==> src/rtl/mp_mult_pkg.sv <==
// Shared types and helpers for the multi-precision multiply sequencer.
// Limb widths match the shared 16x16 multiplier core.
package mp_mult_pkg;

    localparam int LIMB_W = 16;
    localparam int PROD_W = 32;

    typedef enum logic [1:0] {
        IDLE,
        ISSUE,
        DONE
    } state_t;

    typedef struct packed {
        int unsigned i;
        int unsigned k;
    } limb_idx_t;

    // Beat index -> (A limb, B limb); B limb varies fastest.
    function automatic limb_idx_t limb_split(input int unsigned beat, input int unsigned limbs);
        limb_idx_t r;
        r.i = beat / limbs;
        r.k = beat % limbs;
        return r;
    endfunction

endpackage

==> src/rtl/mp_mult_sequencer.sv <==
// Schoolbook multi-precision multiplier: streams every limb pair through the
// shared pipelined 16x16 multiplier and shift-accumulates the 32-bit products.
module mp_mult_sequencer
    import mp_mult_pkg::*;
#(
    parameter  int LIMBS    = 4,
    parameter  int MULT_LAT = 4,
    localparam int W        = LIMB_W * LIMBS
) (
    input  logic                clk,
    input  logic                rst,
    input  logic [W-1:0]        s_op_a_tdata,
    input  logic [W-1:0]        s_op_b_tdata,
    input  logic                s_op_tvalid,
    output logic                s_op_tready,
    output logic [2*W-1:0]      m_res_tdata,
    output logic                m_res_tvalid,
    input  logic                m_res_tready,
    output logic [LIMB_W-1:0]   mul_a_tdata,
    output logic                mul_a_tvalid,
    input  logic                mul_a_tready,
    output logic [LIMB_W-1:0]   mul_b_tdata,
    output logic                mul_b_tvalid,
    input  logic                mul_b_tready,
    input  logic [PROD_W-1:0]   mul_p_tdata,
    input  logic                mul_p_tvalid,
    output logic                mul_p_tready,
    output logic                busy
);

    localparam int N     = LIMBS * LIMBS;
    localparam int BEATS = N + MULT_LAT;
    localparam int JW    = $clog2(BEATS + 1);

    localparam logic [JW-1:0] LAST_J = JW'(BEATS - 1);
    localparam logic [JW-1:0] LAT_J  = JW'(MULT_LAT);
    localparam logic [JW-1:0] N_J    = JW'(N);

    state_t              state_q, state_d;
    logic [W-1:0]        a_q, a_d;
    logic [W-1:0]        b_q, b_d;
    logic [JW-1:0]       j_q, j_d;
    logic [2*W-1:0]      acc_q, acc_d;
    logic [2*W-1:0]      res_q, res_d;
    logic                res_valid_q, res_valid_d;
    logic                op_ready_q, op_ready_d;
    logic                mul_valid_q, mul_valid_d;
    logic [LIMB_W-1:0]   mul_a_q, mul_a_d;
    logic [LIMB_W-1:0]   mul_b_q, mul_b_d;

    logic [2*W-1:0]      acc_sum;
    limb_idx_t           nxt;
    limb_idx_t           cap;
    logic [JW-1:0]       j_inc;

    // Product alignment comes purely from the beat count.
    logic unused_p_tvalid;
    assign unused_p_tvalid = mul_p_tvalid;

    function automatic logic [LIMB_W-1:0] limb_of(input logic [W-1:0] v, input int unsigned idx);
        return LIMB_W'(v >> (LIMB_W * idx));
    endfunction

    always_comb begin
        state_d     = state_q;
        a_d         = a_q;
        b_d         = b_q;
        j_d         = j_q;
        acc_d       = acc_q;
        res_d       = res_q;
        res_valid_d = res_valid_q;
        op_ready_d  = op_ready_q;
        mul_valid_d = mul_valid_q;
        mul_a_d     = mul_a_q;
        mul_b_d     = mul_b_q;

        j_inc   = j_q + 1'b1;
        nxt     = limb_split(32'(j_inc), LIMBS);
        cap     = limb_split(32'(j_q - LAT_J), LIMBS);
        acc_sum = acc_q;
        // The first MULT_LAT samples are whatever was left in the pipeline.
        if (j_q >= LAT_J) begin
            acc_sum = acc_q + ((2*W)'(mul_p_tdata) << (LIMB_W * (cap.i + cap.k)));
        end

        case (state_q)
            IDLE: begin
                if (s_op_tvalid) begin
                    a_d         = s_op_a_tdata;
                    b_d         = s_op_b_tdata;
                    j_d         = '0;
                    acc_d       = '0;
                    mul_valid_d = 1'b1;
                    mul_a_d     = s_op_a_tdata[LIMB_W-1:0];
                    mul_b_d     = s_op_b_tdata[LIMB_W-1:0];
                    op_ready_d  = 1'b0;
                    state_d     = ISSUE;
                end
            end
            ISSUE: begin
                if (mul_a_tready && mul_b_tready) begin
                    acc_d = acc_sum;
                    if (j_q == LAST_J) begin
                        state_d     = DONE;
                        mul_valid_d = 1'b0;
                        mul_a_d     = '0;
                        mul_b_d     = '0;
                        res_d       = acc_sum;
                        res_valid_d = 1'b1;
                        j_d         = '0;
                    end else begin
                        j_d = j_inc;
                        if (j_inc < N_J) begin
                            mul_a_d = limb_of(a_q, nxt.i);
                            mul_b_d = limb_of(b_q, nxt.k);
                        end else begin
                            mul_a_d = '0;
                            mul_b_d = '0;
                        end
                    end
                end
            end
            DONE: begin
                if (m_res_tready) begin
                    state_d     = IDLE;
                    res_valid_d = 1'b0;
                    op_ready_d  = 1'b1;
                end
            end
            default: state_d = IDLE;
        endcase
    end

    always_ff @(posedge clk) begin
        if (rst) begin
            state_q     <= IDLE;
            a_q         <= '0;
            b_q         <= '0;
            j_q         <= '0;
            acc_q       <= '0;
            res_q       <= '0;
            res_valid_q <= 1'b0;
            op_ready_q  <= 1'b1;
            mul_valid_q <= 1'b0;
            mul_a_q     <= '0;
            mul_b_q     <= '0;
        end else begin
            state_q     <= state_d;
            a_q         <= a_d;
            b_q         <= b_d;
            j_q         <= j_d;
            acc_q       <= acc_d;
            res_q       <= res_d;
            res_valid_q <= res_valid_d;
            op_ready_q  <= op_ready_d;
            mul_valid_q <= mul_valid_d;
            mul_a_q     <= mul_a_d;
            mul_b_q     <= mul_b_d;
        end
    end

    assign s_op_tready  = op_ready_q;
    assign m_res_tdata  = res_q;
    assign m_res_tvalid = res_valid_q;
    assign mul_a_tdata  = mul_a_q;
    assign mul_b_tdata  = mul_b_q;
    assign mul_a_tvalid = mul_valid_q;
    assign mul_b_tvalid = mul_valid_q;
    assign mul_p_tready = mul_valid_q;
    assign busy         = (state_q != IDLE);

endmodule

==> config.mk <==
export PLATFORM = sky130hd
export DESIGN_NAME = mp_mult_sequencer
export DESIGN_NICKNAME = d
export VERILOG_FILES = /design/src/rtl/mp_mult_pkg.sv /design/src/rtl/mp_mult_sequencer.sv
export SDC_FILE = /design/constraint.sdc
export NUM_CORES = 1
export LEC_CHECK = 0
export ABC_AREA = 0
export CAP_MARGIN = 20
export CELL_PAD_IN_SITES_DETAIL_PLACEMENT = 1
export CELL_PAD_IN_SITES_GLOBAL_PLACEMENT = 1
export CORE_MARGIN = 4
export CORE_UTILIZATION = 40
export CTS_CLUSTER_DIAMETER = 80
export DETAILED_ROUTE_END_ITERATION = 10
export HOLD_SLACK_MARGIN = 0.02
export PLACE_DENSITY_LB_ADDON = 0.1
export REMOVE_ABC_BUFFERS = 1
export SLEW_MARGIN = 10
export SYNTH_ARGS = -nofsm -noshare
export SYNTH_HDL_FRONTEND = slang
export SYNTH_SLANG_ARGS = --single-unit
==> constraint.sdc <==
create_clock -name clk -period 8.6 [get_ports clk]
set_input_delay 1.72 -clock clk [delete_from_list [all_inputs] [get_ports clk]]
set_output_delay 1.72 -clock clk [all_outputs]
set_load 0.1 [all_outputs]
Word level (Yosys, flattened, before mapping)
Index checks and enable logic that the tools add are counted.
- add/subtract/negate cells: 4
- magnitude comparators: 2
- eq/ne operators: 7
- shift-type cells: 3
- muxes and demuxes: 34
- reduce and logical (&&, ||, !) cells: 13
- operators with widths (kind ; number):
    2-to-1 mux 128 bit ; 3
    case mux 128 bit (2 select lines) ; 1
    adder 128 bit ; 1
    2-to-1 mux 16 bit ; 8
    << shifter 32 x 32 -> 128 bit ; 1
    case mux 16 bit (2 select lines) ; 2
    >> shifter 64 x 6 -> 16 bit ; 1
    >> shifter 64 x 7 -> 16 bit ; 1
    adder 28 x 2 -> 28 bit ; 1
    2-to-1 mux 5 bit ; 3
    AND reduction 4 bit ; 3
    case mux 5 bit (2 select lines) ; 1
    AND reduction 3 bit ; 3
    2-to-1 mux 1 bit ; 8
    2-to-1 mux 2 bit ; 4
    inequality test 2 bit (second input constant) ; 4
    nonzero test 2 bit ; 4
    case mux 1 bit (2 select lines) ; 3
    case mux 2 bit (3 select lines) ; 1
    subtractor 5 x 3 -> 6 bit (second input constant) ; 1
    adder 5 x 1 -> 5 bit (second input constant) ; 1
    equality test 5 bit (second input constant) ; 1
    greater-or-equal comparator 5 x 3 -> 1 bit (second input constant) ; 1
    less-than comparator 5 bit (second input constant) ; 1
    5 further kinds ; 5
- register bits after elaboration: 426
- bits of input ports: 167
- output and inout port bits: 166
- logic and storage cells: 74

Longest topological paths before layout
Gate-level depths: netlist (run 1).
- depth in word-level cells: 7
- depth in mapped cells: 29

Worst setup path before layout (run 1)
Ideal clock, no wire load.
- path kind: reg2reg
- from: register j_q[2]
- to: register res_q[96], in the netlist m_res_tdata[96]
- library setup time: 0.103 ns
- data arrival time: 6.283 ns
- path slack: 2.214 ns
- cell stages (with the launch flop): 30
- period minus slack after synthesis: 6.386 ns
- cell sequence: dfxtp_1 -> inv_1 -> ha_1 -> inv_1 -> ha_1 -> a21oi_1 -> or2_2 -> nand2b_1 -> ha_1 -> nand2_1 -> or4_1 -> clkbuf_1 -> nor4_1 -> clkbuf_1 -> and2_1 -> ha_1 -> inv_1 -> fa_1 -> and2b_1 -> o2111ai_1 -> a2111oi_2 -> o21ai_1 -> a21oi_2 -> a21oi_2 -> o21ai_2 -> a21oi_1 -> o41a_1 -> o21bai_1 -> xnor2_1 -> a2111oi_2
- word-level cells in the longest chain between the ends: 5
- elaborated cells between the ends (all ways): 8
- ends and longest elaborated chain (item ; line ; source):
    start, declared ; mp_mult_sequencer.sv:42 ; logic [JW-1:0] j_q, j_d;
    start signal, assigned ; mp_mult_sequencer.sv:151 ; j_q <= j_d;
    subtractor 5 x 3 -> 6 bit ; mp_mult_sequencer.sv:79 ; cap = limb_split(32'(j_q - LAT_J), LIMBS);
    adder 28 x 2 -> 28 bit ; mp_mult_sequencer.sv:83 ; acc_sum = acc_q + ((2*W)'(mul_p_tdata) << (LIMB_W * (cap.i + cap.k)));
    << shifter 32 x 32 -> 128 bit ; mp_mult_sequencer.sv:83 ;
    adder 128 bit ; mp_mult_sequencer.sv:83 ;
    2-to-1 mux 128 bit ; mp_mult_sequencer.sv:82 ; if (j_q >= LAT_J) begin
    end signal, assigned ; mp_mult_sequencer.sv:153 ; res_q <= res_d;
    end, declared ; mp_mult_sequencer.sv:44 ; logic [2*W-1:0] res_q, res_d;
Parallel ways exist; a longest one is shown, timed or not.
A chain may end at the register's enable or synchronous reset.

Worst setup path in the final report (run 1)
- from: register j_q[2]
- to: register acc_q[122]
- word-level cells in the longest chain between the ends: 7
- elaborated cells between the ends (all ways): 8
- ends and longest elaborated chain (item ; line ; source):
    subtractor 5 x 3 -> 6 bit ; mp_mult_sequencer.sv:79 ;
    adder 28 x 2 -> 28 bit ; mp_mult_sequencer.sv:83 ;
    << shifter 32 x 32 -> 128 bit ; mp_mult_sequencer.sv:83 ;
    adder 128 bit ; mp_mult_sequencer.sv:83 ;
    2-to-1 mux 128 bit (*) ; mp_mult_sequencer.sv:82 ;
    2-to-1 mux 128 bit (*) ; mp_mult_sequencer.sv:101 ; if (mul_a_tready && mul_b_tready) begin
    case mux 128 bit (2 select lines) (*) ; mp_mult_sequencer.sv:86 ; case (state_q)
    end signal, assigned ; mp_mult_sequencer.sv:140 ; acc_q <= '0;
    end signal, assigned ; mp_mult_sequencer.sv:152 ; acc_q <= acc_d;
    end, declared ; mp_mult_sequencer.sv:43 ; logic [2*W-1:0] acc_q, acc_d;
Mark *: on every way between the ends. The rest lies on a longest branch, timed or not. The select of a mux whose other input is x is not followed.

==> metrics.txt, run 1 <==
run status=finished clean; layout cells sized above 1=0.0647; RSZ-0062 raised after global routing=no; port bufs=roughly 330; Post-synth ARST share=0; number of synthesized flops with an enable pin=0; Pre-antenna DRT Iters=6; Via density=approximately 6.0; initial antenna violation count=11; Placer Congestion=between 1 and 1.5; syn_area_per_cell=between 7 and 8 sq um; routing usage on met1=0.416; synth warn=0; Fin Clk Skew=between 0.04 and 0.05 ns; dpl cell area=just over 30,000 sq um; startpoint type of the worst setup path=flip-flop; gr ovfl total=0; # IOs=333; Setup crit end kind=flip-flop; fin cells=4,654; NumNets Final=4,051; crit-path max FO=17; Setup-failing EPs final=0; Initial DRC Count=1,968; Total Die Area=roughly 71,000 sq um; Achievable Freq=around 130 MHz; gr busiest metal=met2; DP HPWL=between 80 and 90 mm; Routed WL=approximately 120 mm; met3 Track Usage GR=0.0604; sequential area share after synthesis=0.321; CP required=between 9 and 10 ns; starting density of the core=0.403; Crit-path slowest cell=or4_1; Tmin final=between 7 and 8 ns; Final Cell Area=roughly 32,000 sq um; most common cell after layout, fill and taps aside=nand2_1; max-cap violation count=0; die height=between 200 and 300 microns; drt wl/cell=between 20 and 30 microns; Post-CTS Repair Setup Buffers=0; DRC Markers=0; pin count of the biggest net entering global routing=84; post-CTS sizing=0; dpl cells=4,554; most frequent cells in the layout=nand2_1 (616), a21oi_1 (460), nor2_1 (455); leakage power total=between 10 and 15 nW; CP max stage delay=0.74 ns; Final ANT Viol Nets=0; clk sink count=426; CTS tree=built; worst slew pin tran=between 1 and 1.5 ns; via count=between 20,000 and 30,000; area grow syn2layout=21.6%; Final period util=0.905; pre-CTS setup slack=0.911 ns; ys flop type=dfxtp_1; Hold Path Class=reg -> reg; cell area power density=153 nW/um^2; area of the core=about 66,000 sq um; data arrival time of the worst path=8.34 ns; first-pass GRT wire length=approximately 180 mm; CTS Hold Buffers Added=0; Num CTS Buffers=52; vias in the first global route=a little under 30,000; CP dominant cell by count=ha_1; Max transition margin=0.226; Worst Setup Slack, final=between 0.8 and 0.9 ns; clk_lat worst skew=~0.65 ns; die width=approximately 270 microns; Synth cell types=around 80; Clk pin slew, worst setup/hold paths=roughly 0.060 ns; number of synthesized register bits=426; Rows=94; setup_tns=0 ns; Total GRT Usage=0.319; Final Hold Fails=0; WS Path Type=reg -> reg; Post-Syn Area=26,600 sq um; Final Slew Violations=0; Final Util=0.491; worst vdd ir=about 0.16 mV; met2 usage=0.537; CTS Buffer Depth=3; Root Driver=clkbuf_16; H-tree depth=2; Cells after Synth=3,576
==> cell families (layout without fill, tap and decap cells) <==
| kind of cell | Yosys count | after routing | synth area share |
|---|---|---|---|
| buffers and inverters | 320 | 528 | 0.0457 |
| AND/OR/NAND/NOR | 1377 | 1377 | 0.218 |
| XOR/XNOR | 127 | 127 | 0.0419 |
| other | 0 | 6 | 0 |
| flip-flops | 426 | 426 | 0.321 |
| adder cells (fa/ha/maj) | 140 | 140 | 0.0665 |
| AO/OA/AOI/OAI | 1130 | 1130 | 0.270 |
| multiplexers | 56 | 56 | 0.0369 |
==> worst max-delay path, delay by kind of cell (launching register included) <==
kind                     cells  cell delay [ns]
buffers and inverters        4             0.50
AND/OR/NAND/NOR              8             2.22
AO/OA/AOI/OAI               10             2.72
XOR/XNOR                     1             0.23
adder cells (fa/ha/maj)      5             1.46
flip-flops                   1             0.53
==> worst paths after layout <==
check | startpoint | endpoint | slack [ns] | cells past startpoint
min | b_q[60]$_SDFFE_PP0P_ | b_q[60]$_SDFFE_PP0P_ | 0.45 | 2
min reg2reg | b_q[60]$_SDFFE_PP0P_ | b_q[60]$_SDFFE_PP0P_ | 0.45 | 2
max | j_q[2]$_SDFFE_PP0P_ | acc_q[122]$_SDFFE_PP0P_ | 0.82 | 28
max reg2reg | j_q[2]$_SDFFE_PP0P_ | acc_q[122]$_SDFFE_PP0P_ | 0.82 | 28
==> synth_stat cells (all sizes together) (17+ instances only) <==
master | count | area [sq um]
nand2 | 618 | 2320
a21oi | 465 | 2350
nor2 | 463 | 1740
dfxtp | 426 | 8530
clkbuf | 240 | 901
o21ai | 199 | 1020
ha | 138 | 1730
nor3 | 88 | 440
xnor2 | 80 | 701
a22oi | 70 | 526
nand4 | 68 | 425
a22o | 66 | 578
a21o | 63 | 473
inv | 60 | 225
xor2 | 47 | 412
o21bai | 45 | 338
a221oi | 40 | 350
a31oi | 34 | 234
mux4 | 32 | 721
a311oi | 27 | 236
and2 | 27 | 169
o21a | 22 | 165
buf | 20 | 87.6
a211oi | 17 | 133
nand3 | 17 | 85.1
or2 | 17 | 106
==> report_power, final <==
| group | leakage (nW) | total (W) | switching [W] | internal (W) |
|---|---|---|---|---|
| clock | 0.907 | 0.00237 | 0.000968 | 0.00140 |
| combinational | 7.41 | 0.000529 | 0.000355 | 0.000175 |
| sequential | 3.46 | 0.00205 | 0.0000282 | 0.00203 |
| total | 11.8 | 0.00496 | 0.00135 | 0.00361 |
==> through the flow <==
step	total power [W]	hold WS, ns
6_report	0.00496	0.454
5_1_grt	0.00511	0.470
4_1_cts	0.00499	0.454
3_5_place_dp	0.00262	0.446
3_3_place_gp	0.00260	0.439
2_1_floorplan	0.00238	0.427
==> registers in the layout, indices dropped and copies added (netlist names) <==
register / count
a_q: 64
acc_q: 128
b_q: 64
j_q: 5
m_res_tdata: 128
m_res_tvalid: 1
mul_a_tdata: 16
mul_a_tvalid: 1
mul_b_tdata: 16
s_op_tready: 1
state_q: 2
==> layer usage <==
| layer | vias up | wire [microns] |
|---|---|---|
| li1 | 13000 | - |
| met1 | 14000 | 50700 |
| met2 | 836 | 55900 |
| met3 | 192 | 7570 |
| met4 | 4 | 3730 |
| met5 | - | 21 |
==> area by class of cell <==
class	instances	area, sq um
Antenna cell	6	15.0
Clock buffer	71	1480
Clock inverter	23	373
Fill cell	7965	33500
Inverter	60	225
Multi-Input combinational cell	2830	17000
Sequential cell	426	8530
Tap cell	864	1080
Timing Repair Buffer	374	3660
(Power assumes the default switching activity.)
==> run 2: changes to the inputs <==
--- a/config.mk
+++ b/config.mk
@@ -6,7 +6,6 @@
 export NUM_CORES = 1
 export LEC_CHECK = 0
 export ABC_AREA = 0
-export CAP_MARGIN = 20
 export CELL_PAD_IN_SITES_DETAIL_PLACEMENT = 1
 export CELL_PAD_IN_SITES_GLOBAL_PLACEMENT = 1
 export CORE_MARGIN = 4
==> metrics.txt, run 2 (synthesis results as in run 1) <==
gr ovfl total=0 (unchanged); Rows=94 (unchanged); Worst R2R End=acc_q[122]$_SDFFE_PP0P_ (unchanged); DRC Markers=0 (unchanged); clk sink count=426 (unchanged); clk_lat worst skew=0.63 ns (was 0.65 ns); Clk pin slew, worst setup/hold paths=0.07 ns (was 0.06 ns); starting density of the core=0.403 (unchanged); worst flop-to-flop path startpoint=j_q[2]$_SDFFE_PP0P_ (unchanged); Achievable Freq=127 MHz (was 128 MHz); Tot Pwr=0.00475 W (was 0.00496 W); Final Hold Fails=0 (unchanged); worst vdd ir=0.174 mV (was 0.165 mV); drt wl/cell=25.2 microns (was 25.3 microns); CP dominant cell by count=ha_1 (unchanged); CTS Hold Buffers Added=0 (unchanged); Root Driver=clkbuf_16 (unchanged); CP max stage delay=0.75 ns (was 0.74 ns); CTS tree=built (unchanged); CTS Buffer Depth=3 (unchanged); Setup-failing EPs final=0 (unchanged); area of the core=65,900 sq um (unchanged); first-pass GRT wire length=175 mm (was 177 mm); # IOs=333 (unchanged); Hold Path Class=reg -> reg (unchanged); Routed WL=117 mm (was 118 mm); startpoint type of the worst setup path=flip-flop (unchanged); vias in the first global route=28,700 (was 29,000); Max transition margin=0.153 (was 0.226); WS Path Type=reg -> reg (unchanged); hold slack=0.455 ns (was 0.454 ns); Pre-antenna DRT Iters=5 (was 6); port bufs=331 (unchanged); H-tree depth=2 (unchanged); FF-to-FF setup slack=0.73 ns (was 0.82 ns); max-cap violation count=0 (unchanged); Num CTS Buffers=49 (was 52); area grow syn2layout=20.8% (was 21.6%); via count=28,000 (was 28,100); Tmin final=7.87 ns (was 7.78 ns); worst slew pin tran=1.27 ns (was 1.16 ns); Final Slew Violations=0 (unchanged); data arrival time of the worst path=8.41 ns (was 8.34 ns); worst hold endpoint=b_q[60]$_SDFFE_PP0P_ (unchanged); die width=266 microns (unchanged); DP HPWL=87.8 mm (was 88.2 mm); leakage power total=11.7 nW (was 11.8 nW); Total Die Area=70,600 sq um (unchanged); Initial DRC Count=1,936 (was 1,968); Via density=6.01 (was 6.03); worst hold start=b_q[60]$_SDFFE_PP0P_ (unchanged); most frequent cells in the layout=nand2_1 (616), a21oi_1 (460), nor2_1 (455) (unchanged); cell area power density=148 nW/um^2 (was 153 nW/um^2); most common cell after layout, fill and taps aside=nand2_1 (unchanged); layout cells sized above 1=0.0641 (was 0.0647); Setup crit end kind=flip-flop (unchanged); RSZ-0062 raised after global routing=no (unchanged); Crit-path slowest cell=or4_1 (unchanged); Final period util=0.915 (was 0.905); crit-path max FO=17 (unchanged); Placer Congestion=1.02 (unchanged); setup_tns=0 ns (unchanged); Post-CTS Repair Setup Buffers=0 (unchanged); Final ANT Viol Nets=0 (unchanged); run status=finished clean (unchanged); worst hold stages=2 (unchanged); post-CTS sizing=0 (unchanged); R2R cell count=28 (unchanged); Total GRT Usage=0.316 (was 0.319); CP required=9.14 ns (was 9.15 ns); NumNets Final=4,047 (was 4,051); pin count of the biggest net entering global routing=84 (unchanged); die height=266 microns (unchanged); initial antenna violation count=9 (was 11); Fin Clk Skew=0.0414 ns (was 0.0448 ns)
==> run 2: cell types whose count changed in the layout (fill, tap and decap cells not counted) <==
cell,before,now
bufinv_16,6,1
clkbuf_8,11,15
clkbuf_1,8,5
clkbuf_16,52,49
clkinv_2,7,10
buf_16,1,0
clkinv_16,3,2
clkinv_4,2,1
inv_16,0,1
==> run 2: layout make-up <==
class / instances / area (sq um)
Antenna cell: 6 / 15.0
Clock buffer: 69 / 1450
Fill cell: 7970 / 33800
Multi-Input combinational cell: 2830 / 17000
Sequential cell: 426 / 8530
Clock inverter: 20 / 219
Tap cell: 864 / 1080
Timing Repair Buffer: 373 / 3630
Inverter: 60 / 225
==> run 2: critical path: cells and delay by family (launching register included) <==
kind / cells / cell delay [ns]
AND/OR/NAND/NOR: 8 / 2.24
XOR/XNOR: 1 / 0.23
AO/OA/AOI/OAI: 10 / 2.76
adder cells (fa/ha/maj): 5 / 1.46
flip-flops: 1 / 0.54
buffers and inverters: 4 / 0.51
==> run 2: through the flow <==
| stage | utilization | setup WS (ns) | cell area (sq um) | std cells |
|---|---|---|---|---|
| CTS | 0.487 | 0.817 | 32100 | 4642 |
| global placement | 0.462 | 1.01 | 30400 | 4553 |
| detailed placement | 0.462 | 0.928 | 30400 | 4553 |
| global route | 0.487 | 0.393 | 32100 | 4646 |
| finish | 0.488 | 0.730 | 32100 | 4648 |
| floorplan | - | -1.05 | 25600 | 3316 |
==> run 2: routing by layer <==
| layer | part of all wire | GRT usage | wire length (microns) |
|---|---|---|---|
| met2 | 0.47 | 0.532 | 55200 |
| met5 | 0.00029 | 0 | 34 |
| met3 | 0.063 | 0.0518 | 7400 |
| met1 | 0.43 | 0.418 | 50700 |
| met4 | 0.033 | 0.0987 | 3860 |
==> run 2: how the worst max path moves through the flow <==
stage | from | to | slack (ns) | cells after the start
floorplan | s_op_tvalid | mul_a_tdata[0]$_SDFFE_PP0P_ | -1.05 | 5
global placement | j_q[2]$_SDFFE_PP0P_ | m_res_tdata[122]$_SDFFE_PP0P_ | 1.01 | 28
detailed placement | j_q[2]$_SDFFE_PP0P_ | acc_q[122]$_SDFFE_PP0P_ | 0.93 | 28
CTS | j_q[2]$_SDFFE_PP0P_ | acc_q[122]$_SDFFE_PP0P_ | 0.82 | 28
global route | j_q[2]$_SDFFE_PP0P_ | m_res_tdata[122]$_SDFFE_PP0P_ | 0.39 | 28
finish | j_q[2]$_SDFFE_PP0P_ | acc_q[122]$_SDFFE_PP0P_ | 0.73 | 28
==> run 2: report_power, final <==
group	switching (W)	internal [W]
clock	0.000947	0.00122
sequential	0.0000280	0.00203
combinational	0.000353	0.000172
==> run 3: changes to the inputs <==
--- a/config.mk
+++ b/config.mk
@@ -5,7 +5,6 @@
 export SDC_FILE = /design/constraint.sdc
 export NUM_CORES = 1
 export LEC_CHECK = 0
-export ABC_AREA = 0
 export CELL_PAD_IN_SITES_DETAIL_PLACEMENT = 1
 export CELL_PAD_IN_SITES_GLOBAL_PLACEMENT = 1
 export CORE_MARGIN = 4
==> results of run 3 <==
Final layout, timing and power as in run 2 (identical DEF).
